File: src/rtl/seg7_pkg.sv
// Shared 7-segment constants and the BCD-to-segment encoding (active-low, {a,b,c,d,e,f,g}).
package seg7_pkg;

   localparam logic [6:0] SEG_BLANK = 7'b1111111;

   localparam logic [6:0] SEG_DIGIT [0:9] = '{
      7'b0000001, 7'b1001111, 7'b0010010, 7'b0000110, 7'b1001100,
      7'b0100100, 7'b0100000, 7'b0001111, 7'b0000000, 7'b0000100
   };

   // Codes 10..15 are not BCD and light nothing.
   function automatic logic [6:0] seg7_encode(input logic [3:0] code);
      logic [6:0] pattern;
      pattern = SEG_BLANK;
      if (code < 4'd10) begin
         pattern = SEG_DIGIT[code];
      end
      return pattern;
   endfunction

endpackage

File: src/rtl/seg7_bcd_decode.sv
// Combinational BCD digit to active-low segment pattern.
module seg7_bcd_decode
   import seg7_pkg::*;
(
   input  logic [3:0] bcd_i,
   output logic [6:0] seg_o
);

   assign seg_o = seg7_encode(bcd_i);

endmodule

File: src/rtl/seg7_scan_driver.sv
// Multiplexed N-digit common-anode display driver with double-buffered digits,
// per-slot anti-ghosting blanking and optional leading-zero suppression.
module seg7_scan_driver
   import seg7_pkg::*;
#(
   parameter int N_DIGITS  = 4,
   parameter int DIV       = 50000,
   parameter int BLANK_CYC = 16
) (
   input  logic                  clk,
   input  logic                  reset,
   input  logic                  load,
   input  logic [4*N_DIGITS-1:0] digits_in,
   input  logic [N_DIGITS-1:0]   dp_in,
   input  logic                  lz_blank,
   output logic [6:0]            seg,
   output logic                  dp,
   output logic [N_DIGITS-1:0]   an,
   output logic                  frame_tick
);

   localparam int CNT_W = $clog2(DIV);
   localparam int IDX_W = $clog2(N_DIGITS);
   localparam logic [CNT_W-1:0] CNT_LAST  = CNT_W'(DIV - 1);
   localparam logic [CNT_W-1:0] CNT_ONE   = CNT_W'(1);
   localparam logic [CNT_W-1:0] BLANK_END = CNT_W'(BLANK_CYC);
   localparam logic [IDX_W-1:0] IDX_LAST  = IDX_W'(N_DIGITS - 1);
   localparam logic [IDX_W-1:0] IDX_ONE   = IDX_W'(1);

   logic [CNT_W-1:0]        cnt_q, cnt_d;
   logic [IDX_W-1:0]        idx_q, idx_d;
   logic                    frame_tick_q, frame_tick_d;
   logic [4*N_DIGITS-1:0]   act_dig_q, act_dig_d;
   logic [N_DIGITS-1:0]     act_dp_q, act_dp_d;
   logic [4*N_DIGITS-1:0]   pend_dig_q, pend_dig_d;
   logic [N_DIGITS-1:0]     pend_dp_q, pend_dp_d;
   logic                    pend_q, pend_d;
   logic [6:0]              seg_q, seg_d;
   logic                    dp_q, dp_d;
   logic [N_DIGITS-1:0]     an_q, an_d;

   logic                    slot_end;
   logic                    frame_end;
   logic [N_DIGITS-1:0]     zero_run;
   logic [N_DIGITS-1:0]     lz_hide;
   logic [3:0]              cur_dig;
   logic [6:0]              dec_seg;

   // zero_run[i]: digits N-1 down to i are all zero in the active buffer.
   always_comb begin
      zero_run = '0;
      zero_run[N_DIGITS-1] = (act_dig_q[4*(N_DIGITS-1) +: 4] == 4'd0);
      for (int i = N_DIGITS - 2; i >= 0; i--) begin
         zero_run[i] = zero_run[i+1] && (act_dig_q[4*i +: 4] == 4'd0);
      end
      lz_hide = '0;
      if (lz_blank) begin
         lz_hide = zero_run;
         lz_hide[0] = 1'b0;
      end
   end

   assign cur_dig = act_dig_q[{idx_q, 2'b00} +: 4];

   seg7_bcd_decode u_decode (
      .bcd_i (cur_dig),
      .seg_o (dec_seg)
   );

   always_comb begin
      slot_end  = (cnt_q == CNT_LAST);
      frame_end = slot_end && (idx_q == IDX_LAST);

      cnt_d = slot_end ? '0 : cnt_q + CNT_ONE;
      idx_d = idx_q;
      if (slot_end) begin
         idx_d = (idx_q == IDX_LAST) ? '0 : idx_q + IDX_ONE;
      end
      frame_tick_d = frame_end;

      // Active buffer only changes at the frame boundary, so a frame never tears.
      act_dig_d  = act_dig_q;
      act_dp_d   = act_dp_q;
      pend_dig_d = pend_dig_q;
      pend_dp_d  = pend_dp_q;
      pend_d     = pend_q;
      if (frame_end && pend_q) begin
         act_dig_d = pend_dig_q;
         act_dp_d  = pend_dp_q;
         pend_d    = 1'b0;
      end
      if (load) begin
         pend_dig_d = digits_in;
         pend_dp_d  = dp_in;
         pend_d     = 1'b1;
      end

      an_d  = '1;
      seg_d = SEG_BLANK;
      dp_d  = 1'b1;
      if (cnt_q >= BLANK_END) begin
         an_d[idx_q] = 1'b0;
         seg_d       = lz_hide[idx_q] ? SEG_BLANK : dec_seg;
         dp_d        = ~act_dp_q[idx_q];
      end
   end

   always_ff @(posedge clk) begin
      if (reset) begin
         cnt_q        <= '0;
         idx_q        <= '0;
         frame_tick_q <= 1'b0;
         act_dig_q    <= '0;
         act_dp_q     <= '0;
         pend_dig_q   <= '0;
         pend_dp_q    <= '0;
         pend_q       <= 1'b0;
         seg_q        <= SEG_BLANK;
         dp_q         <= 1'b1;
         an_q         <= '1;
      end else begin
         cnt_q        <= cnt_d;
         idx_q        <= idx_d;
         frame_tick_q <= frame_tick_d;
         act_dig_q    <= act_dig_d;
         act_dp_q     <= act_dp_d;
         pend_dig_q   <= pend_dig_d;
         pend_dp_q    <= pend_dp_d;
         pend_q       <= pend_d;
         seg_q        <= seg_d;
         dp_q         <= dp_d;
         an_q         <= an_d;
      end
   end

   assign seg        = seg_q;
   assign dp         = dp_q;
   assign an         = an_q;
   assign frame_tick = frame_tick_q;

endmodule

File: config.mk
export PLATFORM = sky130hd
export DESIGN_NAME = seg7_scan_driver
export DESIGN_NICKNAME = d
export VERILOG_FILES = /design/src/rtl/seg7_pkg.sv /design/src/rtl/seg7_bcd_decode.sv /design/src/rtl/seg7_scan_driver.sv
export SDC_FILE = /design/constraint.sdc
export NUM_CORES = 1
export LEC_CHECK = 0
export BUFFER_PORTS_ARGS = -buffer_cell sky130_fd_sc_hd__buf_2
export CORE_UTILIZATION = 35
export CTS_BUF_LIST = sky130_fd_sc_hd__clkbuf_8 sky130_fd_sc_hd__clkbuf_16
export DETAILED_ROUTE_END_ITERATION = 10
export PLACE_DENSITY_LB_ADDON = 0.25
export RECOVER_POWER = 25
export SETUP_SLACK_MARGIN = 0.05
export SLEW_MARGIN = 10
export SYNTH_ARGS = -nofsm -noshare
export SYNTH_HDL_FRONTEND = slang
export SYNTH_SLANG_ARGS = --single-unit
export TNS_END_PERCENT = 50
File: constraint.sdc
create_clock -name clk -period 3.35 [get_ports clk]
set_clock_uncertainty 0.15 [all_clocks]
set_input_delay 0.1675 -clock clk [delete_from_list [all_inputs] [get_ports clk]]
set_output_delay 0.1675 -clock clk [all_outputs]
set_load 0.05 [all_outputs]
Word-level counts from Yosys, hierarchy flattened
Memories as Yosys holds them, arrays and structs flattened. A register that Yosys moved wholly into a read port is not among the register bits.
Index checks and enable logic that the tools add are counted.
{"block": "word_totals", "ff_bits": 65, "romBits": 112, "inputBits": 24, "out_inout_bits": 13, "word_cells": 47, "mem_count": 1}
{"block": "op_classes", "addsub": 2, "magnitude_cmp": 4, "n_eq_ne": 2, "shifts": 1, "mux": 10, "bitwise": 5, "reduce_logical": 12}
{"memory": "(no name shown)", "words": 16, "width": 7, "rd": 1, "rd_clocked_by_memory_dff": 1, "write_ports": 0, "line_no": "seg7_pkg.sv:16", "text": "pattern = SEG_DIGIT[code];"}
{"cell": "adder 16 x 1 -> 16 bit, second input constant", "n": 1}
{"cell": "equality test 16 bit, second input constant", "n": 1}
{"cell": "greater-or-equal comparator 16 x 5 -> 1 bit, second input constant", "n": 1}
{"cell": "variable part select 16 x 5 -> 4 bit", "n": 1}
{"cell": "logical NOT 4 bit", "n": 3}
{"cell": "logical AND 1 bit", "n": 5}
{"cell": "two-way mux 1 bit", "n": 5}
{"cell": "NOT 4 -> 5 bit", "n": 1}
{"cell": "binary-select mux 1 bit (select 2 bit)", "n": 2}
{"cell": "< comparator 4 bit, second input constant", "n": 1}
{"cell": "two-way mux 4 bit", "n": 1}
{"cell": "NOT 4 bit", "n": 1}
{"cell": "OR reduction 2 bit", "n": 2}
{"cell": "OR reduction 4 bit", "n": 1}
{"cell": "< comparator 2 x 3 -> 1 bit, second input constant", "n": 1}
{"cell": "NOT 1 bit", "n": 3}
{"cell": "adder 2 x 1 -> 2 bit, second input constant", "n": 1}
{"cell": "demux 1 bit (select 2 bit)", "n": 1}
{"cell": "equality test 2 bit, second input constant", "n": 1}
{"cell": "greater-or-equal comparator 2 x 1 -> 1 bit, second input constant", "n": 1}
{"cell": "two-way mux 2 bit", "n": 1}
{"cell": "nonzero test 2 bit", "n": 1}

Longest topological paths before layout
{"block": "logic_depth", "ltp_word": 7, "mapped_depth": 7, "mapped_depth_nobuf": 6}

Cells and area by module
A second synthesis with hierarchy kept.
{"block": "unflattened", "hier_cells": 338, "hier_area_um2": 3170.5}
{"mod": "seg7_scan_driver", "instances": 1, "cells_each": 308, "area_each_um2": 2972.9}
{"mod": "seg7_bcd_decode", "instances": 1, "cells_each": 30, "area_each_um2": 197.7}

Worst setup path after synthesis
Ideal clock, no wire load.
{"block": "synth_timing", "path_kind": "reg2reg", "startpoint": "reg idx_q[1]", "endpoint": "reg seg_q[2], in the netlist seg[2]", "setup_time_ns": 0.127, "arrival_ns": 1.882, "slack_ns": 1.191, "stages_incl_launch_ff": 8, "cell_sequence": "dfxtp_1 buf_6 mux4_1 inv_1 ha_1 or3b_1 o211ai_1 or3b_1"}
{"block": "synth_via", "elab_chain_cells": 4, "elab_cells_between_ends": 7, "cone_classes": "order compare (1); shift (1); mux (2); bitwise (2); reduce/logical (1)"}
{"element": "from (decl)", "line_no": "seg7_scan_driver.sv:31", "text": "logic [IDX_W-1:0] idx_q, idx_d;"}
{"element": "from (signal assigned)", "line_no": "seg7_scan_driver.sv:123", "text": "idx_q <= idx_d;"}
{"element": "variable part select 16 x 5 -> 4 bit", "line_no": "seg7_scan_driver.sv:63", "text": "assign cur_dig = act_dig_q[{idx_q, 2'b00} +: 4];"}
{"element": "< comparator 4 bit", "line_no": "seg7_pkg.sv:15", "text": "if (code < 4'd10) begin"}
{"element": "NOT 1 bit (no source line)"}
{"element": "OR reduction 4 bit (no source line)"}
{"element": "to (decl)", "line_no": "seg7_scan_driver.sv:38", "text": "logic [6:0] seg_q, seg_d;"}
Parallel ways exist; a longest one is shown, timed or not. The select of a mux whose other input is x is not followed.
A chain may end at the register's enable or synchronous reset.

Worst setup path after layout
Ends and elaborated chain as after synthesis.

==> impl_metrics.json <==
{
  "status": "completed",
  "layout_common_cells": "72 x dfxtp_1, 35 x buf_2, 34 x nor2_1",
  "final_net_count": 411,
  "ys_ff_latch": 72,
  "slew_viol_final": 0,
  "max_freq_ghz": 0.413,
  "cts_max_path_buffers": 2,
  "slew_headroom_pct": 3.21,
  "cts.sink_count": 72,
  "track_usage_pct": 15.6,
  "max_cap_violations": 0,
  "firstDrtPassIters": 5,
  "synth_edf_count": 0,
  "die_h_um": 97.0,
  "rows": 34,
  "crit_type": "flop to flop",
  "synthArstFlopShare_pct": 0,
  "syn_avg_cell_area_sq_um": 9.45,
  "power_density_nw_per_um2": 468,
  "min_path_type": "input port to flop",
  "antenna_found_initial": 0,
  "grt_max_degree": 48,
  "overflow": 0,
  "cts_tree": "built",
  "drc_errors": 0,
  "synth_top_flop_cell": "dfxtp_1",
  "root_buffer": "clkbuf_8",
  "wl_per_cell_um": 13.9,
  "hpwlAfterDp_mm": 4.49,
  "finalCriticalPeriod_ns": 2.42,
  "period_share_pct": 72.2,
  "synth_cell_type_count": 40,
  "syn_area_sq_um": 3160,
  "start_kind": "flop",
  "p_leak_nw": 1.43,
  "synthSimpleGateAreaFrac_pct": 18.8,
  "ant_nets": 0,
  "comb_power_share_pct": 4.4,
  "die_w_um": 97.0,
  "start_util_pct": 36.2,
  "clock_latency_ns": 0.35,
  "hold_slack_ns": 0.145,
  "net-switching-power_mw": 0.374,
  "cp_data_required_time_ns": 3.42,
  "rr_worst_depth": 6,
  "io_buffers": 36,
  "rsz0062_at_grt": "false",
  "crit_arrival_ns": 2.49,
  "worst_slew_pin_slew_ns": 1.45,
  "n_antenna_cell": 0,
  "ys.warnings.count": 0,
  "grt_pass1_wl_mm": 11.9,
  "synth_xor_area_share_pct": 3.05,
  "area_delta_synth_final_pct": 21.0,
  "die-area_sq_um": 9400,
  "cp_max_fo": 9,
  "grt_pass1_vias": 2459,
  "switching_share_pct": 20.9,
  "routed-via-count": 2557,
  "synth-compound-area-share_pct": 13.1,
  "setup-violations-final": 0,
  "drt-initial-drc-count": 76,
  "synth_top_family_by_area": "simple AND/OR/NAND/NOR gates",
  "p_total_mw": 1.79,
  "numCtsBuffers": 9,
  "p_seq_share_pct": 49.5,
  "hold_depth": 3,
  "synth-adder-area-share_pct": 4.36,
  "ys_seq_area_share_pct": 45.7,
  "hold_violations": 0,
  "synthCells": 334,
  "synth_fp_nets": 369,
  "gp_congestion": 0.755,
  "setup_tns_ns": 0,
  "pin_count": 37,
  "cts_setup_buffers": 0,
  "ir_drop_uv": 279,
  "fp.coreArea_sq_um": 8720,
  "h-tree-depth": 3,
  "synthMuxAreaShare_pct": 10.0,
  "end_kind": "flop",
  "clk_pin_slew_ns": 0.07,
  "drive_gt1_share_pct": 16.0,
  "pwr-share-clk_pct": 46.1,
  "final_common_cell": "dfxtp_1",
  "dp_slack_ns": 0.943,
  "avgViaCountPerCell": 5.23,
  "p_int_mw": 1.41,
  "wl_mm": 6.82,
  "setup_ws_ns": 0.931
}
## worst paths after layout
check	endpoint	slack, ns	startpoint
worst max-delay path	seg[2]$_SDFF_PP1_	0.93	idx_q[1]$_SDFFE_PP0N_
worst min-delay path	seg[1]$_SDFF_PP1_	0.15	lz_blank
worst max register to register	seg[2]$_SDFF_PP1_	0.93	idx_q[1]$_SDFFE_PP0N_
worst min register to register	act_dp_q[3]$_SDFFE_PP0P_	0.32	act_dp_q[3]$_SDFFE_PP0P_
## critical path, stage by stage (launching register included)
cell and delay, ns:
dfxtp_1 0.55, mux4_1 0.66, inv_1 0.15, ha_1 0.18, or3b_1 0.12, o211ai_1 0.08
or3b_1 0.40
## synth_stat cells, types with 3 or more instances
| cell type | number | area (sq um) |
|---|---|---|
| nor4_1 | 3 | 18.8 |
| o31ai_1 | 22 | 165 |
| and4_1 | 3 | 26.3 |
| and3_1 | 5 | 31.3 |
| nand3_1 | 11 | 55.1 |
| nor2_1 | 34 | 128 |
| xor2_1 | 7 | 61.3 |
| clkbuf_1 | 22 | 82.6 |
| dfxtp_1 | 72 | 1440 |
| and2_1 | 4 | 25.0 |
| a21oi_1 | 31 | 155 |
| nand4_1 | 27 | 169 |
| ha_1 | 11 | 138 |
| or4_1 | 3 | 22.5 |
| nand2_1 | 9 | 33.8 |
| mux4_2 | 4 | 90.1 |
| xnor2_1 | 4 | 35.0 |
| mux2i_1 | 20 | 200 |
| inv_1 | 10 | 37.5 |
| nand2b_1 | 3 | 18.8 |
## metal layers
layer	wire, um	GRT usage (%)	share of wire (%)
met5	0	0	0
met4	88	4.82	1.3
met3	295	4.91	4.3
met2	3100	23.9	45
met1	3340	20.9	49
## cells by family after synthesis
| group | count (synthesis) |
|---|---|
| simple gates | 111 |
| flops | 72 |
| compound gates | 65 |
| buf+inv | 39 |
| mux | 25 |
| xor+xnor | 11 |
| fa+ha+maj | 11 |
## per-stage QoR
| stage | instances | utilization (%) | cell area (sq um) |
|---|---|---|---|
| 4_1_cts | 489 | 43.8 | 3820 |
| 2_1_floorplan | 334 | - | 3160 |
| 6_report | 489 | 43.8 | 3820 |
| 3_3_place_gp | 453 | 38.7 | 3370 |
| 3_5_place_dp | 453 | 38.7 | 3370 |
| 5_1_grt | 489 | 43.8 | 3820 |
## area by class of cell
class | count | area (sq um)
fill | 867 | 4900
multi-input combinational | 223 | 1560
sequential | 72 | 1440
timing repair buffer | 58 | 394
tap | 108 | 135
clock buffer | 9 | 124
clock inverter | 7 | 120
inverter | 12 | 45.0
## state kept, by name (all words and copies together) (netlist names), 2 cells and up
register,count
act_dig_q,16
act_dp_q,4
an,4
cnt_q,16
idx_q,2
pend_dig_q,16
pend_dp_q,4
seg,7
## power by group through the flow
stage | Clock [mW] | Sequential (mW) | Combinational, mW
floorplan | 0 | 0.901 | 0.0424
global placement | 0 | 0.904 | 0.0598
detailed placement | 0 | 0.904 | 0.0614
CTS | 0.843 | 0.884 | 0.0792
global route | 0.880 | 0.886 | 0.0896
finish | 0.824 | 0.884 | 0.0786
## timing repair
| item | CTS | global route |
|---|---|---|
| hold endpoints to repair | 20 | 0 |
| resized for setup | 0 | 0 |
| hold buffers | 20 | 0 |
Power figures use the tool's default switching activity.
